[config.mk]
export PLATFORM = sky130hd
export DESIGN_NAME = day_month
export DESIGN_NICKNAME = d
export VERILOG_FILES = /design/src/rtl/day_month.sv
export SDC_FILE = /design/constraint.sdc
export NUM_CORES = 1
export LEC_CHECK = 0
export BUFFER_PORTS_ARGS = -buffer_cell sky130_fd_sc_hd__buf_2
export CAP_MARGIN = 20
export CORE_ASPECT_RATIO = 0.8
export CORE_MARGIN = 4
export CORE_UTILIZATION = 30
export DETAILED_ROUTE_END_ITERATION = 6
export PLACE_DENSITY = 0.49
export SYNTH_ARGS = -nofsm -noshare
export SYNTH_HDL_FRONTEND = slang
export SYNTH_SLANG_ARGS = --single-unit
[constraint.sdc]
create_clock -name clk_1Hz -period 11.3 [get_ports clk_1Hz]
set_input_delay 2.26 -clock clk_1Hz [delete_from_list [all_inputs] [get_ports clk_1Hz]]
set_output_delay 2.26 -clock clk_1Hz [all_outputs]
set_load 0.01 [all_outputs]
[src/rtl/day_month.sv]
// day_month: calendar day/month counter feeding the year counter; state updates one clk_1Hz edge after inputs, carry_out is combinational.
// FULL_LEAP_RULE_EN selects the full Gregorian leap rule; otherwise every year divisible by 4 is leap.
module day_month #(
  parameter logic [2:0] SELECT_DAY   = 3'b011,
  parameter logic [2:0] SELECT_MONTH = 3'b100,
  parameter logic [4:0] DAY_RST      = 5'd1,
  parameter logic [3:0] MONTH_RST    = 4'd1
) (
  input  logic        clk_1Hz,
  input  logic        rst,
  input  logic        en_1,
  input  logic        up,
  input  logic        down,
  input  logic [2:0]  select_item,
  input  logic        carry_in,
  input  logic [11:0] year_bin,
  output logic [4:0]  day_bin,
  output logic [3:0]  month_bin,
  output logic        carry_out
);

  logic       leap_y;
  logic       sel_day;
  logic       sel_month;
  logic       adjust_req;
  logic       count_tick;
  logic [4:0] cur_last;
  logic [4:0] new_last;
  logic [3:0] month_up;
  logic [3:0] month_dn;
  logic [4:0] day_nxt;
  logic [3:0] month_nxt;

  function automatic logic [4:0] last_day(input logic [3:0] m, input logic lp);
    case (m)
      4'd2:                    last_day = lp ? 5'd29 : 5'd28;
      4'd4, 4'd6, 4'd9, 4'd11: last_day = 5'd30;
      default:                 last_day = 5'd31;
    endcase
  endfunction

`ifdef FULL_LEAP_RULE_EN
  logic century;
  logic quad_century;

  // year_bin is confined to 2001..3000, so the century exceptions are a short constant list
  always_comb begin
    century      = 1'b0;
    quad_century = 1'b0;
    case (year_bin)
      12'd2100, 12'd2200, 12'd2300, 12'd2500,
      12'd2600, 12'd2700, 12'd2900, 12'd3000: century      = 1'b1;
      12'd2400, 12'd2800:                     quad_century = 1'b1;
      default: ;
    endcase
  end

  assign leap_y = ((year_bin[1:0] == 2'b00) && !century) || quad_century;
`else
  assign leap_y = (year_bin[1:0] == 2'b00);
`endif

  assign sel_day    = (select_item == SELECT_DAY);
  assign sel_month  = (select_item == SELECT_MONTH);
  assign adjust_req = up || down;
  assign count_tick = en_1 && carry_in && !sel_day && !sel_month;
  assign cur_last   = last_day(month_bin, leap_y);
  assign month_up   = (month_bin >= 4'd12) ? 4'd1 : month_bin + 4'd1;
  assign month_dn   = (month_bin <= 4'd1) ? 4'd12 : month_bin - 4'd1;
  assign new_last   = last_day(month_nxt, leap_y);

  always_comb begin
    day_nxt   = day_bin;
    month_nxt = month_bin;
    if (sel_day && adjust_req) begin
      if (up)
        day_nxt = (day_bin >= cur_last) ? 5'd1 : day_bin + 5'd1;
      else
        day_nxt = (day_bin <= 5'd1) ? cur_last : day_bin - 5'd1;
    end else if (sel_month && adjust_req) begin
      month_nxt = up ? month_up : month_dn;
    end else if (count_tick) begin
      // a day beyond last_day (left over from a year change) rolls over like the last day
      if (day_bin < cur_last) begin
        day_nxt = day_bin + 5'd1;
      end else begin
        day_nxt   = 5'd1;
        month_nxt = month_up;
      end
    end else if (day_bin > cur_last) begin
      day_nxt = cur_last;
    end
  end

  always_ff @(posedge clk_1Hz or posedge rst) begin
    if (rst) begin
      day_bin   <= DAY_RST;
      month_bin <= MONTH_RST;
    end else begin
      month_bin <= month_nxt;
      // month adjust clamps the day to the length of the month being entered
      if (sel_month && adjust_req && !sel_day && (day_nxt > new_last))
        day_bin <= new_last;
      else
        day_bin <= day_nxt;
    end
  end

  assign carry_out = !rst && count_tick && (month_bin == 4'd12) && (day_bin == 5'd31);

endmodule

After elaboration in Yosys (flattened, before gate mapping):

Cells that the tools add are included.
W data, S select, Z words.

* flip-flop bits (word level): 9
* bits in latches: 0
* memory bits (writable): 0
* bits in read-only memories: 0
* input bits: 21
* output and inout bits: 10
* word-level logic and storage cells: 63
* memories: 0

* add/sub/neg operators: 4
* multiply operators: 0
* divide/modulo/power cells: 0
* magnitude comparators: 7
* equal/unequal tests: 14
* shift-type cells: 0
* mux-type cells: 19
* bitwise logic cells: 0
* reductions and logical operators: 17

Operators with widths (count)
* $mux W5: 9
* $mux W4: 7
* $eq A4 B4 Y1 const B: 5
* $eq A4 B3 Y1 const B: 4
* $gt A5 B5 Y1: 2
* $logic_and A1 B1 Y1: 10
* $eq A4 B2 Y1 const B: 2
* $pmux W2 S2: 2
* $reduce_or A4 Y1: 2
* $add A5 B1 Y5 const B: 1
* $eq A5 B5 Y1 const B: 1
* $ge A5 B5 Y1: 1
* $le A5 B1 Y1 const B: 1
* $lt A5 B5 Y1: 1
* $sub A5 B1 Y5 const B: 1
* $add A4 B1 Y4 const B: 1
* $ge A4 B4 Y1 const B: 1
* $le A4 B1 Y1 const B: 1
* $sub A4 B1 Y4 const B: 1
* $eq A3 B2 Y1 const B: 1
* $eq A3 B3 Y1 const B: 1
* $logic_not A1 Y1: 3
* $logic_not A2 Y1: 1
* $logic_or A1 B1 Y1: 1
* $mux W1: 1

Logic depth before layout (Yosys ltp):

* depth after elaboration: 14
* gate-level depth with buffers: 21
* depth with buffers taken out: 20

Worst setup path after synthesis:

No wires, ideal clock.

* path kind: in2out
* start: input select_item[0]
* end: output carry_out
* arrival time: 3077 ps
* required time: 9040 ps
* slack: 5963 ps
* stages: 4
* path buffers: 1
* cell sequence: and3b_1 -> nor3_2 -> buf_2 -> and3_1

* longest elaborated chain between the ends: 7
* elaborated cells on any way between the ends: 9
* classes of those cells: eq/ne (2); reduce/logical (7)

Ends and longest elaborated chain
* start, declared: RTL line 14 `input logic [2:0] select_item,`
* $eq A3 B2 Y1: RTL line 63 `assign sel_day = (select_item == SELECT_DAY);`
* $logic_not A1 Y1: RTL line 66 `assign count_tick = en_1 && carry_in && !sel_day && !sel_month;`
* $logic_and A1 B1 Y1: RTL line 66
* $logic_and A1 B1 Y1 *: RTL line 66
* $logic_and A1 B1 Y1 * (3 in series): RTL line 109 `assign carry_out = !rst && count_tick && (month_bin == 4'd12) && (day_bin == 5'd31);`
* end, declared: RTL line 19 `output logic carry_out`

Every way passes the cells marked *; elsewhere a longest branch is shown, timed or not.

Final worst setup path:

Ends and elaborated chain as after synthesis.

==> impl_table.tex <==
\begin{tabular}{lr}
\hline
Metric & Value \\
\hline
\multicolumn{2}{l}{\textbf{Die}} \\
Number of placement rows & 21 \\
Overall die area & 0.005509 mm2 \\
Floorplan core area & about 0.0042 mm2 \\
Height of the die & between 60 and 70 um \\
Initial standard-cell utilization of the core & 31.25\% \\
Horizontal extent of the die & 81.99 um \\
Total I/O pin count & 31 \\
\multicolumn{2}{l}{\textbf{Worst setup path}} \\
Top delay family on crit path & simple AND/OR/NAND/NOR gates \\
Setup crit end kind & output pin \\
Worst path slowest cell & sky130\_fd\_sc\_hd\_\_nor3\_2 \\
Required time worst endpoint & between 9 and 10 ns \\
Element type at the critical path start & primary input \\
Most common cell on crit path & sky130\_fd\_sc\_hd\_\_buf\_2 \\
Worst Setup Path Type & primary input to output pin \\
Critical path, cell by cell & buf\_2, and3b\_1, nor3\_2, and3\_1, buf\_2 \\
Peak per-stage delay on the critical path & 0.65 ns \\
Total buffers and inverters traversed by the critical path & 2 \\
Worst-path fanout max & 13 \\
Data arrival, critical path & 3.63 ns \\
\multicolumn{2}{l}{\textbf{Drt}} \\
Via density per instance & 5.337 \\
Number of DRC markers after the initial detailed-route iteration & 112 \\
Total iterations of the first detailed-routing run & 4 \\
Count of unresolved DRC violations after routing & 0 \\
Wire length after detailed routing & roughly 3500 um \\
Routed via count & 1329 \\
Wire per inst & 14.14 um \\
Antenna viol nets, final & 0 \\
\multicolumn{2}{l}{\textbf{Synthesis}} \\
Post-synthesis sequential area ratio & 17.33\% \\
Post-synth ARST share & 100.0\% \\
Number of enable-type register cells in the synthesized netlist & 0 \\
Fraction of post-synthesis cell area in the top cell type by area & 13.33\% \\
Library cell with the largest summed area after synthesis & sky130\_fd\_sc\_hd\_\_dfrtp\_1 \\
Synthesis warning total & 0 \\
Most used flip-flop cell after synthesis & sky130\_fd\_sc\_hd\_\_dfrtp\_1 \\
Net count after synthesis & 210 \\
Synthesized area per cell & 7.465 um2 \\
Number of unique standard cell types used by synthesis & 49 \\
Gate count of the mapped netlist & 176 \\
\#FFs+latches synth & 9 \\
Main area contributors after synthesis & sky130\_fd\_sc\_hd\_\_dfrtp\_1, sky130\_fd\_sc\_hd\_\_ha\_1, sky130\_fd\_sc\_hd\_\_o21ai\_0 \\
Cell area after synthesis & approximately 0.0013 mm2 \\
\multicolumn{2}{l}{\textbf{CTS}} \\
Root buffer cell & sky130\_fd\_sc\_hd\_\_clkbuf\_8 \\
Num Clock Sinks & 9 \\
Hold buffers post-CTS & 0 \\
Clk slew on worst S/H paths & 0.05 ns \\
Maximum number of buffers from clock root to sink & 2 \\
Count of buffers added by post-CTS timing repair for setup & 0 \\
Post-cts repair resize count & 0 \\
Worst skew pair latency & 0.23 ns \\
TritonCTS clock tree & yes \\
Number of clock buffers inserted by TritonCTS & 3 \\
H-Tree Depth & 1 \\
\multicolumn{2}{l}{\textbf{Worst hold path}} \\
Class of the tightest hold or removal check & register to register \\
\multicolumn{2}{l}{\textbf{STA}} \\
Summed negative setup slack over all endpoints & 0 ns \\
Rel. slew slack & 47.26\% \\
Share of the clock period used by the worst path after layout & 52.15\% \\
Least setup slack across all paths after layout & 5.407 ns \\
Transition time at the pin with the least slew margin & 0.7868 ns \\
Worst Clk Skew & around 0.0024 ns \\
Final critical path time including I/O delays and setup & between 5 and 6 ns \\
Final number of hold-violating endpoints & 0 \\
Count of final setup violators & 0 \\
Fmax & 0.1697 GHz \\
Number of pins with negative max-slew slack in the final report & 0 \\
Setup repair after global routing missed its margin & false \\
\multicolumn{2}{l}{\textbf{Final layout}} \\
Fraction of the core area covered by cells at the end of the flow & 35.12\% \\
Total number of nets in the final design & 227 \\
Ratio of cells with drive above 1 in the final layout & between 20\% and 30\% \\
Layout Cells excl Fill & 249 \\
Most common library cell in the layout ignoring fill and taps & sky130\_fd\_sc\_hd\_\_nand2\_1 \\
Commonest cells after routing, fill and taps aside & sky130\_fd\_sc\_hd\_\_nand2\_1, sky130\_fd\_sc\_hd\_\_buf\_2, sky130\_fd\_sc\_hd\_\_nor2\_1 \\
Post-synthesis to final-layout area growth & 12.38\% \\
Antenna fix cells & 0 \\
\multicolumn{2}{l}{\textbf{Place}} \\
Final Wtd Congestion & 0.7960 \\
Placement Setup Slack & $\sim$5.4 ns \\
Cells after DPL & 245 \\
DPL Wire Length & around 2700 um \\
Number of port buffers & 20 \\
\multicolumn{2}{l}{\textbf{GRT}} \\
Global route total overflow & 0 \\
Initial antenna violation count & 0 \\
Wire length of the first global-routing pass & approximately 5900 um \\
Largest net degree at the start of global routing & 19 \\
Overall global routing resource usage & 13.76\% \\
Number of global-route vias before repair & 1204 \\
\multicolumn{2}{l}{\textbf{Pwr}} \\
Tot Pwr & 385.9 uW \\
Leak Pwr & 0.6698 nW \\
Peak supply drop & 110.3 uV \\
Power per unit of standard cell area & 261.3 mW/mm2 \\
\multicolumn{2}{l}{\textbf{Run status}} \\
Run status & finished, final reports clean \\
\multicolumn{2}{l}{\textbf{Job}} \\
\# Max-Cap Violations & 0 \\
\hline
\end{tabular}
-- cell families (layout without fill, tap and decap cells) --
kind of cell / after synthesis / after routing / synth area share (%)
simple gates: 67 / 67 / 25.14
compound gates: 58 / 58 / 31.53
buf+inv: 22 / 38 / 8.190
fa+ha+maj: 13 / 13 / 12.38
flops: 9 / 9 / 17.33
mux: 5 / 5 / 4.095
xor+xnor: 2 / 2 / 1.334
-- final cells by class --
cell class | instances | area (um2)
fillers | 459 | 2728
multi-input cells | 145 | 978.4
flip-flops and latches | 9 | 227.7
repair buffers | 20 | 100.1
well taps | 57 | 71.32
inverters | 14 | 52.55
clock buffers | 3 | 41.29
clock inverters | 1 | 5.005
-- layer usage --
layer / routed length, um / vias up / global-route usage (%)
li1: - / 660 / -
met1: 1782 / 613 / 21.26
met2: 1466 / 53 / 20.77
met3: 245 / 3 / 1.200
met4: 26 / 0 / 2.490
met5: 0 / - / 0
-- flip-flops by register name, indices dropped and copies added (netlist names) --
signal and cells:
day_bin 5, month_bin 4
-- through the flow --
stage | hold slack, ns | cell area, um2
after CTS | 0.7393 | 1476
final | 0.7394 | 1476
after detailed placement | 0.7303 | 1430
after global routing | 0.8183 | 1476
after global placement | 0.7268 | 1430
after floorplan | 0.6780 | 1314
-- where the power goes --
group | leakage, nW | switching, mW | internal, mW | total, mW
registers | 0.106 | 0.0465 | 0.0511 | 0.0976
logic | 0.538 | 0.144 | 0.107 | 0.251
clock network | 0.0255 | 0.0134 | 0.0241 | 0.0375
total | 0.670 | 0.204 | 0.182 | 0.386
-- Yosys cell counts (all sizes together), types with 2 or more instances --
cell type,number
and2,2
a211oi,2
a31oi,3
o21ai,21
nor3,5
nor2b,5
dfstp,2
clkbuf,3
a21oi,13
a32oi,2
dfrtp,7
and3,3
nand3,8
nand2,21
nor2,19
o21a,2
buf,5
mux2,3
inv,13
mux2i,2
ha,13
xnor2,2
o211ai,5
-- worst min-delay path, cell delays in order, from the launching register on --
cell                      delay, ns
sky130_fd_sc_hd__dfstp_2       0.41
sky130_fd_sc_hd__o21ai_1       0.23
sky130_fd_sc_hd__inv_1         0.08
-- path summary, 6_finish.rpt --
kind / start / end / slack (ns) / cells after the start
min in group asynchronous: rst / day_bin[1] / 1.98 / 2
hold / removal: month_bin[0] / month_bin[0] / 0.74 / 2
setup reg to reg: month_bin[0] / day_bin[1] / 7.04 / 18
hold reg to reg: month_bin[0] / month_bin[0] / 0.74 / 2
setup / recovery: select_item[0] / carry_out / 5.41 / 5
max in group asynchronous: rst / month_bin[0] / 9.02 / 2
(Power assumes the default switching activity.)
